[config.mk]
export PLATFORM = sky130hd
export DESIGN_NAME = qspi_line_fetcher
export DESIGN_NICKNAME = d
export VERILOG_FILES = /design/src/rtl/qspi_fetch_pkg.sv /design/src/rtl/qspi_line_shifter.sv /design/src/rtl/qspi_line_fetcher.sv
export SDC_FILE = /design/constraint.sdc
export NUM_CORES = 1
export LEC_CHECK = 0
export CAP_MARGIN = 20
export CELL_PAD_IN_SITES_DETAIL_PLACEMENT = 0
export CELL_PAD_IN_SITES_GLOBAL_PLACEMENT = 1
export CORE_MARGIN = 2
export CORE_UTILIZATION = 35
export DETAILED_ROUTE_END_ITERATION = 16
export HOLD_SLACK_MARGIN = 0.06
export PLACE_DENSITY_LB_ADDON = 0.1
export SYNTH_ARGS = -nofsm -noshare
export SYNTH_HDL_FRONTEND = slang
export SYNTH_HIERARCHICAL = 1
export SYNTH_SLANG_ARGS = --single-unit
[constraint.sdc]
create_clock -name clk -period 2.6 [get_ports clk]
set_clock_uncertainty 0.1 [all_clocks]
set_input_delay 0.78 -clock clk [delete_from_list [all_inputs] [get_ports clk]]
set_output_delay 0.78 -clock clk [all_outputs]
set_load 0.005 [all_outputs]
[src/rtl/qspi_fetch_pkg.sv]
// Shared definitions for the QSPI line fetcher.
// Contents:
//   phase_t       transfer phase enumeration
//   OPCODE_3B/4B  quad I/O fast-read opcodes for 24/32-bit addressing
//   MODE_CONT/NORM mode bytes with continuous read enabled/disabled
//   phase_len     number of sck periods spent in a phase
//   period_count  total sck periods of one transfer
package qspi_fetch_pkg;

   typedef enum logic [2:0] {
      PH_IDLE,
      PH_CMD,
      PH_ADDR,
      PH_MODE,
      PH_DUMMY,
      PH_DATA,
      PH_FINISH
   } phase_t;

   localparam logic [7:0] OPCODE_3B = 8'hEB;
   localparam logic [7:0] OPCODE_4B = 8'hEC;
   localparam logic [7:0] MODE_CONT = 8'hA5;
   localparam logic [7:0] MODE_NORM = 8'hFF;

   function automatic logic [7:0] phase_len(phase_t ph, int addr_width, int line_bytes,
                                            int dummy_cycles);
      case (ph)
         PH_CMD:   return 8'd8;
         PH_ADDR:  return 8'(addr_width / 4);
         PH_MODE:  return 8'd2;
         PH_DUMMY: return 8'(dummy_cycles);
         PH_DATA:  return 8'(2 * line_bytes);
         default:  return 8'd1;
      endcase
   endfunction

   function automatic int period_count(int addr_width, int line_bytes, int dummy_cycles,
                                       logic skip_cmd);
      return (skip_cmd ? 0 : 8) + addr_width / 4 + 2 + dummy_cycles + 2 * line_bytes;
   endfunction

endpackage

[src/rtl/qspi_line_shifter.sv]
// Nibble shift-in register that assembles a fetched line from the quad data bus.
// Each byte arrives high nibble first; completed bytes enter at the top and move
// down, so the first byte received ends up at line[7:0].
// Ports:
//   clk       clock, rising edge
//   rst       synchronous active-high reset, clears line
//   clear     resynchronises the nibble pairing at the start of a transfer
//   shift_en  sample din this cycle
//   din       quad data in
//   line      assembled line
module qspi_line_shifter #(
   parameter int LINE_BYTES = 16
) (
   input  logic                    clk,
   input  logic                    rst,
   input  logic                    clear,
   input  logic                    shift_en,
   input  logic [3:0]              din,
   output logic [LINE_BYTES*8-1:0] line
);

   localparam int W = LINE_BYTES * 8;

   logic [3:0] hi_nib;
   logic       low_next;

   always_ff @(posedge clk) begin
      if (rst) begin
         line     <= '0;
         hi_nib   <= 4'h0;
         low_next <= 1'b0;
      end else if (clear) begin
         low_next <= 1'b0;
      end else if (shift_en) begin
         if (!low_next) begin
            hi_nib   <= din;
            low_next <= 1'b1;
         end else begin
            line     <= {hi_nib, din, line[W-1:8]};
            low_next <= 1'b0;
         end
      end
   end

endmodule

[src/rtl/qspi_line_fetcher.sv]
// QSPI quad-I/O line fetcher: issues a fast-read (cmd, address, mode, dummy)
// and collects LINE_BYTES of data into line.
// Each phase item is one sck period of two clk cycles, sck low first.
// Optional build macro: QSPI_FETCH_CONT_READ_EN enables continuous-read mode
// (mode byte 0xA5, command phase skipped once a transfer has completed).
// Ports:
//   clk, rst       clock and synchronous active-high reset
//   rd, addr       one-cycle fetch request with line address (taken in IDLE)
//   abort          ends any transfer in progress
//   busy, done     transfer in progress / one-cycle line-valid pulse
//   line           fetched data, byte 0 (lowest address) in line[7:0]
//   sck, ce_n      flash clock and active-low chip enable
//   din, dout, douten  quad I/O; douten high drives dout
//
// state     | meaning
// ----------+-----------------------------------------------
// PH_IDLE   | ce_n high, waiting for rd
// PH_CMD    | 8 periods, opcode serial on dout[0]
// PH_ADDR   | ADDR_WIDTH/4 periods, address MSB nibble first
// PH_MODE   | 2 periods, mode byte high nibble first
// PH_DUMMY  | DUMMY_CYCLES periods, bus released
// PH_DATA   | 2*LINE_BYTES periods, din sampled at sck fall
// PH_FINISH | one clk with ce_n high before done
module qspi_line_fetcher
   import qspi_fetch_pkg::*;
#(
   parameter int LINE_BYTES   = 16,
   parameter int ADDR_WIDTH   = 24,
   parameter int DUMMY_CYCLES = 4
) (
   input  logic                    clk,
   input  logic                    rst,
   input  logic                    rd,
   input  logic [ADDR_WIDTH-1:0]   addr,
   input  logic                    abort,
   output logic                    busy,
   output logic                    done,
   output logic [LINE_BYTES*8-1:0] line,
   output logic                    sck,
   output logic                    ce_n,
   input  logic [3:0]              din,
   output logic [3:0]              dout,
   output logic                    douten
);

   localparam logic [7:0] OPCODE = (ADDR_WIDTH == 32) ? OPCODE_4B : OPCODE_3B;
   localparam logic [ADDR_WIDTH-1:0] ADDR_MASK = ~ADDR_WIDTH'(LINE_BYTES - 1);

   phase_t                  state, state_nxt, first_ph, follow_ph;
   logic [7:0]              cnt, cnt_nxt;
   logic                    half, half_nxt;
   logic                    done_q, done_nxt;
   logic                    start, shift_en;
   logic                    cont_flag;
   logic                    active;
   logic [ADDR_WIDTH-1:0]   addr_q;
   logic [4:0]              nib_sel;

   function automatic phase_t next_phase(phase_t ph);
      case (ph)
         PH_CMD:   return PH_ADDR;
         PH_ADDR:  return PH_MODE;
         PH_MODE:  return (DUMMY_CYCLES == 0) ? PH_DATA : PH_DUMMY;
         PH_DUMMY: return PH_DATA;
         PH_DATA:  return PH_FINISH;
         default:  return PH_IDLE;
      endcase
   endfunction

`ifdef QSPI_FETCH_CONT_READ_EN
   localparam logic [7:0] MODE_BYTE = MODE_CONT;

   // Flash stays in continuous-read after a completed transfer with mode 0xA5;
   // an abort leaves its state uncertain, so fall back to a full command.
   always_ff @(posedge clk) begin
      if (rst || abort) begin
         cont_flag <= 1'b0;
      end else if (state == PH_FINISH) begin
         cont_flag <= 1'b1;
      end
   end
`else
   localparam logic [7:0] MODE_BYTE = MODE_NORM;

   assign cont_flag = 1'b0;
`endif

   always_ff @(posedge clk) begin
      if (rst) begin
         state  <= PH_IDLE;
         cnt    <= 8'd0;
         half   <= 1'b0;
         done_q <= 1'b0;
         addr_q <= '0;
      end else begin
         state  <= state_nxt;
         cnt    <= cnt_nxt;
         half   <= half_nxt;
         done_q <= done_nxt;
         if (start) begin
            addr_q <= addr & ADDR_MASK;
         end
      end
   end

   // cnt is a down-counter of periods left in the current phase; a period
   // ends on the edge that closes its sck-high half.
   always_comb begin
      state_nxt = state;
      cnt_nxt   = cnt;
      half_nxt  = half;
      done_nxt  = 1'b0;
      start     = 1'b0;
      shift_en  = 1'b0;
      first_ph  = cont_flag ? PH_ADDR : PH_CMD;
      follow_ph = next_phase(state);
      case (state)
         PH_IDLE: begin
            if (rd) begin
               start     = 1'b1;
               state_nxt = first_ph;
               cnt_nxt   = phase_len(first_ph, ADDR_WIDTH, LINE_BYTES, DUMMY_CYCLES) - 8'd1;
               half_nxt  = 1'b0;
            end
         end
         PH_FINISH: begin
            state_nxt = PH_IDLE;
            done_nxt  = 1'b1;
         end
         default: begin
            half_nxt = ~half;
            if (half) begin
               shift_en = (state == PH_DATA);
               if (cnt == 8'd0) begin
                  state_nxt = follow_ph;
                  cnt_nxt   = phase_len(follow_ph, ADDR_WIDTH, LINE_BYTES, DUMMY_CYCLES) - 8'd1;
               end else begin
                  cnt_nxt = cnt - 8'd1;
               end
            end
         end
      endcase
      if (abort) begin
         state_nxt = PH_IDLE;
         half_nxt  = 1'b0;
         done_nxt  = 1'b0;
         start     = 1'b0;
         shift_en  = 1'b0;
      end
   end

   // Outputs are decoded from registered state; dout depends only on state
   // and cnt, which move on the edge that starts a period (sck going low).
   assign active  = state inside {PH_CMD, PH_ADDR, PH_MODE, PH_DUMMY, PH_DATA};
   assign ce_n    = ~active;
   assign sck     = active & half;
   assign douten  = state inside {PH_CMD, PH_ADDR, PH_MODE};
   assign busy    = (state != PH_IDLE);
   assign done    = done_q;
   assign nib_sel = {cnt[2:0], 2'b00};

   always_comb begin
      dout = 4'h0;
      case (state)
         PH_CMD:  dout = {3'b000, OPCODE[cnt[2:0]]};
         PH_ADDR: dout = addr_q[nib_sel +: 4];
         PH_MODE: dout = MODE_BYTE[{cnt[0], 2'b00} +: 4];
         default: dout = 4'h0;
      endcase
   end

   qspi_line_shifter #(
      .LINE_BYTES (LINE_BYTES)
   ) u_shifter (
      .clk      (clk),
      .rst      (rst),
      .clear    (start),
      .shift_en (shift_en),
      .din      (din),
      .line     (line)
   );

endmodule
==> results of run 1 <==
[cell families after synthesis]
| logic type | share of synthesized area [%] |
|---|---|
| AO/OA/AOI/OAI | 6.231 |
| adder cells (fa/ha/maj) | 0.1827 |
| flip-flops | 48.82 |
| buffers and inverters | 4.312 |
| AND/OR/NAND/NOR | 19.33 |
| XOR/XNOR | 0.5117 |
| multiplexers | 20.61 |
[how the worst min path moves through the flow]
stage	start	end	slack (ns)	cells past startpoint
finish	cnt[7]	cnt[7]	0.34	2
global route	addr_q[22]	addr_q[22]	0.38	2
CTS	cnt[7]	cnt[7]	0.35	2
detailed placement	cnt[7]	cnt[7]	0.34	2
global placement	cnt[7]	cnt[7]	0.34	2
floorplan	cnt[7]	cnt[7]	0.32	2
[critical path, cell delays in order (launching register included)]
cell,delay [ns]
dfxtp_4,0.40
buf_6,0.11
mux2_4,0.28
a22o_1,0.20
a221oi_2,0.22
nor2_1,0.08
buf_2,0.13
[repair_timing]
action                                  CTS  global route
hold endpoints to repair                  0             0
gates resized for setup                  37             8
gates cloned                              0             0
endpoints found under the setup margin    8             7
pin swaps                                10             8
buffers inserted                          3             2
[state kept, by name, indices dropped and copies added, names as in the netlist, named ones only]
register and flops:
addr_q 20, u_shifter/low_next 1, u_shifter/line 128, done 1, half 1, u_shifter/hi_nib 4
cnt 8, state 3
[cell usage after synthesis (all sizes together) (3+ instances only)]
library cell,instances,share of area [%]
a21oi,32,2.3
a221oi,3,0.38
a22o,3,0.38
buf,23,2.7
clkbuf,19,1.0
dfxtp,167,49
inv,10,0.55
mux2,8,1.3
mux2i,132,19
nand2,50,2.7
nand2b,137,13
nor2,10,0.55
nor2b,3,0.27
nor3,12,1.1
o21ai,7,0.57
or3,4,0.37
[through the flow]
step | total power [µW] | setup TNS, ns | instances | hold slack (ns) | setup WS (ns)
global route | 5882 | -0.3969 | 1115 | 0.3843 | -0.1438
finish | 5652 | -0.1237 | 1115 | 0.3446 | -0.09807
global placement | 2951 | -2.139 | 1079 | 0.3375 | -0.1638
CTS | 5727 | -0.2803 | 1113 | 0.3477 | -0.09976
detailed placement | 2959 | -2.033 | 1079 | 0.3379 | -0.1643
floorplan | 2835 | 0 | 660 | 0.3234 | 0.3430
[layout make-up]
cell class / count / area, µm² / area share, %
Sequential cell: 167 / 3363 / 34.81
Multi-Input combinational cell: 441 / 3267 / 33.81
Timing Repair Buffer: 201 / 2022 / 20.93
Clock buffer: 19 / 452.9 / 4.688
Tap cell: 265 / 331.6 / 3.432
Clock inverter: 12 / 187.7 / 1.943
Inverter: 10 / 37.54 / 0.3885
[per-layer routing]
| metal | up-vias | part of all wire (%) |
|---|---|---|
| li1 | 2627 | - |
| met1 | 2460 | 44 |
| met2 | 132 | 47 |
| met3 | 20 | 7.6 |
| met4 | 0 | 2.0 |
| met5 | - | 0 |
[power by group]
| part | total [µW] | internal, µW | switching [µW] |
|---|---|---|---|
| combinational | 315 | 170 | 145 |
| sequential | 2610 | 2580 | 25.3 |
| clock | 2730 | 1670 | 1060 |
| total | 5650 | 4420 | 1230 |
==> results.json, run 1 <==
{
  "setup_slack_ns": -0.09807,
  "startpoint_type": "register",
  "port_buffers": 164,
  "rows": 51,
  "cp-endpoint": "dout[2]",
  "die_h_um": 143.9,
  "ys_seq_area_share_pct": 48.82,
  "finalSetupViolCount": 2,
  "cap_viol_max_count": 0,
  "ir_worst_vdd_mv": 0.4270,
  "final_area_um2": 9662,
  "grt_busiest_layer": "met2",
  "syn_area_um2": 6848,
  "ant_nets": 0,
  "crit_fanout": 7,
  "crit_arrival_ns": 1.82,
  "worst-setup-path-type": "register to primary output",
  "grt_first_pass_wirelength_um": 27510,
  "synth_cell_types": 55,
  "p_leak_uw": 0.004192,
  "die-area_um2": 20700,
  "timing.final.crit_share_pct": 103.8,
  "final_nets": 871,
  "grtUsageTotal_pct": 16.98,
  "grt-ovfl-total": 0,
  "use_met2_pct": 27.44,
  "use_met1_pct": 20.76,
  "gp_congestion": 0.8384,
  "wl_um": 16940,
  "grt_pass1_vias": 5403,
  "synth_area_per_cell_um2": 10.38,
  "clkSlewWorstSetupHoldPaths_ns": 0.06,
  "clk_path_buf_depth": 2,
  "relSlewSlack_pct": 63.78,
  "met3_usage_pct": 6.098,
  "dr.first_iter.drc_count": 228,
  "cts-hold-fix-buffers": 0,
  "die_w_um": 143.9,
  "p_per_area_nw_per_um2": 585.0,
  "io_pins": 169,
  "area_delta_synth_final_pct": 41.09,
  "htree_levels": 4,
  "start_util_pct": 35.42,
  "crit_start": "cnt[1]",
  "grt_setup_unrepaired": "true",
  "cts_buffers": 17,
  "reg2reg_setup_slack_ns": 0.26,
  "post-dp-hpwl_um": 12170,
  "placed_area_um2": 8914,
  "clockRootBuffer": "clkbuf_16",
  "drt_first_pass_iters": 4,
  "max_freq_mhz": 370.6,
  "fillers": 1838,
  "hold_viol": 0,
  "syn_inst": 660,
  "period_needed_ns": 2.698,
  "violations": "negative setup slack",
  "status": "finished, violations left",
  "fin_util_pct": 49.97,
  "worstMarginPinSlew_ns": 0.5434,
  "slew_viol_final": 0,
  "critPathRequiredTime_ns": 1.72,
  "hp-class": "register to register",
  "r2r_start": "cnt[0]",
  "routedWlPerCell_um": 15.19,
  "grt_max_degree": 60,
  "core_area_um2": 19330,
  "cp-end-kind": "primary output",
  "drc": 0,
  "synth_warnings": 6,
  "synth_edf_count": 0,
  "synth_fp_nets": 693,
  "post_route_cells_drive_above_1_share_pct": 12.71,
  "ff2ff_path_depth": 9,
  "cts_sinks": 167,
  "vias": 5239,
  "final_cell_mix": "dfxtp_1 (161), clkdlybuf4s50_1 (157), nand2b_1 (137)",
  "insertion_delay_ns": 0.42,
  "ys_ff_latch": 167,
  "viasPerCell": 4.699,
  "cts_tree": "done",
  "layout_commonest_cell": "dfxtp_1",
  "synthFlopType": "dfxtp_1",
  "async_reset_ff_share_pct": 0,
  "antenna_found_initial": 0,
  "diodes": 0
}
Note: power is estimated with default switching activity, not from simulation.
==> run 2, diff against run 1 <==
--- a/config.mk
+++ b/config.mk
@@ -11,6 +11,7 @@
 export CORE_MARGIN = 2
 export CORE_UTILIZATION = 35
 export DETAILED_ROUTE_END_ITERATION = 16
+export DONT_BUFFER_PORTS = 1
 export HOLD_SLACK_MARGIN = 0.06
 export PLACE_DENSITY_LB_ADDON = 0.1
 export SYNTH_ARGS = -nofsm -noshare
==> results.json, run 2 (synthesis results as in run 1) <==
{
  "wl_um": 15700,
  "post-dp-hpwl_um": 10980,
  "start_util_pct": 35.42,
  "cp-end-kind": "primary output",
  "largest_reg_flops": 128,
  "cts_tree": "done",
  "hold_viol": 0,
  "whs_path_depth": 2,
  "finalNonFillerCells": 938,
  "vias": 4532,
  "largest_register": "u_shifter/line",
  "met3_usage_pct": 7.597,
  "use_met2_pct": 23.68,
  "htree_levels": 4,
  "cts-hold-fix-buffers": 0,
  "crit_arrival_ns": 1.68,
  "grt_busiest_layer": "met2",
  "final_area_um2": 7859,
  "ant_nets": 0,
  "dp.cells": 905,
  "startpoint_type": "register",
  "antenna_found_initial": 0,
  "grt_pass1_vias": 4496,
  "relSlewSlack_pct": 73.35,
  "crit_fanout": 6,
  "post_route_cells_drive_above_1_share_pct": 12.33,
  "period_needed_ns": 2.559,
  "tns_ns": 0,
  "port_buffers": 0,
  "layout_commonest_cell": "dfxtp_1",
  "gp_congestion": 0.8120,
  "worst-setup-path-type": "register to primary output",
  "clk_path_buf_depth": 2,
  "dr.first_iter.drc_count": 163,
  "core_area_um2": 19330,
  "die_h_um": 143.9,
  "power_uw": 5456,
  "final_nets": 693,
  "insertion_delay_ns": 0.42,
  "drt_first_pass_iters": 4,
  "grt_setup_unrepaired": "true",
  "p_leak_uw": 0.003500,
  "cts_sinks": 167,
  "routedWlPerCell_um": 16.74,
  "drc": 0,
  "fillers": 1925,
  "use_met1_pct": 18.59,
  "hp-class": "register to register",
  "worstMarginPinSlew_ns": 0.3962,
  "die_w_um": 143.9,
  "ir_worst_vdd_mv": 0.3685,
  "grt_first_pass_wirelength_um": 24500,
  "cap_viol_max_count": 0,
  "finalSetupViolCount": 0,
  "final_cell_mix": "dfxtp_1 (165), nand2b_1 (137), mux2i_1 (132)",
  "viasPerCell": 4.832,
  "largestRegisters": "u_shifter/line: 128 flops, addr_q: 20 flops, cnt: 8 flops",
  "p_per_area_nw_per_um2": 694.3,
  "timing.final.crit_share_pct": 98.43,
  "io_pins": 169,
  "grt_max_degree": 165,
  "grt-ovfl-total": 0,
  "placed_area_um2": 7174,
  "slew_viol_final": 0,
  "diodes": 0,
  "ff2ff_path_depth": 9,
  "clkSlewWorstSetupHoldPaths_ns": 0.06,
  "max_freq_mhz": 390.8,
  "grtUsageTotal_pct": 15.35,
  "cts_buffers": 17,
  "status": "completed",
  "area_delta_synth_final_pct": 14.76,
  "clockRootBuffer": "clkbuf_16",
  "critPathRequiredTime_ns": 1.72,
  "rows": 51,
  "die-area_um2": 20700
}
[run 2: changes by cell type in the layout (fill, tap and decap cells not counted), moves of 2 or more]
cell | previous run | this run
buf_12 | 9 | 7
buf_2 | 3 | 0
buf_4 | 27 | 15
clkbuf_8 | 2 | 0
clkdlybuf4s50_1 | 157 | 0
clkinv_4 | 2 | 0
dfxtp_1 | 161 | 165
dfxtp_4 | 5 | 2
dlymetal6s2s_1 | 2 | 0
inv_6 | 3 | 6
[run 2: stage by stage]
stage | hold WS, ns | util [%] | worst slack (ns)
after global routing | 0.3247 | 40.65 | -0.03699
after detailed placement | 0.3396 | 37.11 | 0.1530
after global placement | 0.3379 | 37.11 | 0.1453
after CTS | 0.3204 | 40.46 | -0.003823
final | 0.3521 | 40.65 | 0.04093
after floorplan | 0.3234 | - | 0.3430
[run 2: cell type report]
type,instances,area (µm²),area share (%)
Clock buffer,18,429.2,5.461
Clock inverter,14,182.7,2.324
Multi-Input combinational cell,441,3263,41.52
Inverter,10,37.54,0.4776
Timing Repair Buffer,23,264.0,3.359
Sequential cell,167,3351,42.64
Tap cell,265,331.6,4.219
[run 2: what timing repair did]
action | in CTS | in global routing
setup endpoints to repair | 4 | 4
setup buffers | 1 | 0
pin swaps | 2 | 6
resized for setup | 9 | 9
gates cloned | 0 | 0
[run 2: final timing paths]
kind,slack (ns),endpoint,from
max,0.04,dout[3],cnt[1]
min,0.35,cnt[7],cnt[7]
max reg2reg,0.14,register,cnt[1]
min reg2reg,0.35,cnt[7],cnt[7]
[run 2: where the power goes]
group	internal, µW	total, µW	switching [µW]
Combinational	109	211	102
Sequential	2580	2600	23.1
Clock	1540	2640	1100
Total	4230	5460	1220
[run 2: worst max-delay path, stage by stage (launching register included)]
cell and delay (ns):
dfxtp_4 0.41, mux2_4 0.31, a22o_1 0.23, a221oi_2 0.23, nor2_1 0.09
[run 2: routing by layer]
metal	share of wire, %	vias up
met3	9.8	14
met4	1.1	0
met2	46	120
met5	0	-
li1	-	2277
met1	44	2121
==> RTL edit (flow settings as in run 2) <==
Change the parameter `ADDR_WIDTH` from 24 to 16.
--- a/src/rtl/qspi_line_fetcher.sv
+++ b/src/rtl/qspi_line_fetcher.sv
@@ -27,3 +27,3 @@
    parameter int LINE_BYTES   = 16,
-   parameter int ADDR_WIDTH   = 24,
+   parameter int ADDR_WIDTH   = 16,
    parameter int DUMMY_CYCLES = 4
Interface: changed (resized addr); port bits go from 169 to 161. The function was not compared with the original's and may differ.
==> RTL edit against run 2 <==
  * Sequential cell count is 8 lower
  * Final area down 5.5%
  * Via count is 6.6% lower
  * Total power is 5.7% lower
  * Cell count decreased by 9.4%
  * Worst setup slack improved by 0.061 ns
  * Utilization increased by 0.27 points
  * Synthesized area decreased by 4.6%
  * Wire length fell by 6.0%
  * Die area fell by 4.5%
  * Critical path type unchanged
  * Largest cell class unchanged
==> RTL edit: results (changes against run 2) <==
post-place-ws_ns: 0.124  # was 0.153 ns
dr_wl_met2_um: 6710  # was 7160 µm
use_met2_pct: 23.7  # about the same
hp-class: "input pin to flip-flop"  # was flip-flop to flip-flop
grt_use_met1_pct: 18.9  # was 18.6%
drt_wl_total_um: 14800  # was 15,700 µm
comb_power_mw: 0.158  # was 0.211 mW
gp_congestion: 0.812  # about the same
peakVddDrop_v: 0.000426  # was 0.000368 V
outcome: "completed"  # unchanged
dp_hpwl_um: 10400  # was 11,000 µm
viasPerCell: 4.98  # was 4.83
grt_usage_pct: 15.3  # was 15.4%
synthTopCellsByCount: "159 x dfxtp_1, 144 x mux2i_1, 137 x nand2b_1"  # was 167 x dfxtp_1, 137 x nand2b_1, 132 x mux2i_1
fin_ws_ns: 0.102  # was 0.0409 ns
fin_nets: 633  # was 693
min_from: "abort"  # was cnt[7]$_SDFFE_PP0P_
arrival_ns: 1.62  # was 1.68 ns
grt_util_met3_pct: 7.54  # was 7.60%
worst-path-max-fanout: 14  # was 6
fillers: 1754  # was 1,925
grt_pass1_vias: 4231  # was 4,496
drt_iter0_drc: 149  # was 163
drt-met1-wl_um: 6440  # was 6850 µm
holdWs_ns: 0.332  # was 0.352 ns
hold_end: "state[1]$_SDFFE_PP0P_"  # was cnt[7]$_SDFFE_PP0P_
critPathSlowestCell: "dfxtp_1"  # was dfxtp_4
reg2reg_depth: 8  # was 9
grt_pass1_wl_um: 24000  # was 24,500 µm
layout-drive-gt1-share_pct: 11.4  # was 12.3%
ys_seq_area_share_pct: 48.7  # was 48.8%
RTL edit: cell count changes after synthesis, moves of 3 or more:
cell             run 2  this run
clkbuf_1            19        16
a221oi_1             3         0
mux2_2               8         5
dfxtp_1            167       159
nor2_1              10        28
nor3_1              10         7
mux2i_1            132       144
nand2_1             50         8
a21oi_1             32        13
RTL edit: stage by stage:
stage	cell area (µm²)	TNS (ns)	cells
global route	7430	-0.196	850
CTS	7410	0	849
finish	7430	0	850
floorplan	6530	0	607
detailed placement	6810	0	817
global placement	6810	0	817
RTL edit: cell type report:
type / count / share of cell area (%)
Sequential cell: 159 / 42.9
Inverter: 9 / 0.455
Tap cell: 229 / 3.86
Timing Repair Buffer: 22 / 3.40
Clock buffer: 21 / 6.34
Multi-Input combinational cell: 399 / 41.3
Clock inverter: 11 / 1.77
RTL edit: kinds of logic after synthesis:
family	synth area share, %
flops	48.7
buf+inv	4.42
simple gates	18.4
fa+ha+maj	0.191
mux	22.9
xor+xnor	0.651
compound gates	4.73
RTL edit: worst max path at each step:
stage / end / cells after the start
after detailed placement: u_shifter/line[34]$_SDFFE_PP0P_ / 8
after CTS: dout[0] / 5
after floorplan: u_shifter/line[100]$_SDFFE_PP0P_ / 7
final: sck / 5
after global placement: u_shifter/line[30]$_SDFFE_PP0P_ / 8
after global routing: dout[2] / 4
RTL edit: worst reg2reg max path, cell delays in order, from the launching register on:
cell	delay (ns)
dfxtp_1	0.62
buf_4	0.24
inv_2	0.06
nor4_1	0.35
buf_4	0.20
nand3b_1	0.21
buf_12	0.24
buf_12	0.18
mux2i_1	0.14
RTL edit: what timing repair did:
| action | in CTS | in global routing |
|---|---|---|
| gates cloned | 0 | 0 |
| buffers inserted | 0 | 1 |
| setup endpoints to repair | 4 | 24 |
| resized for setup | 1 | 2 |
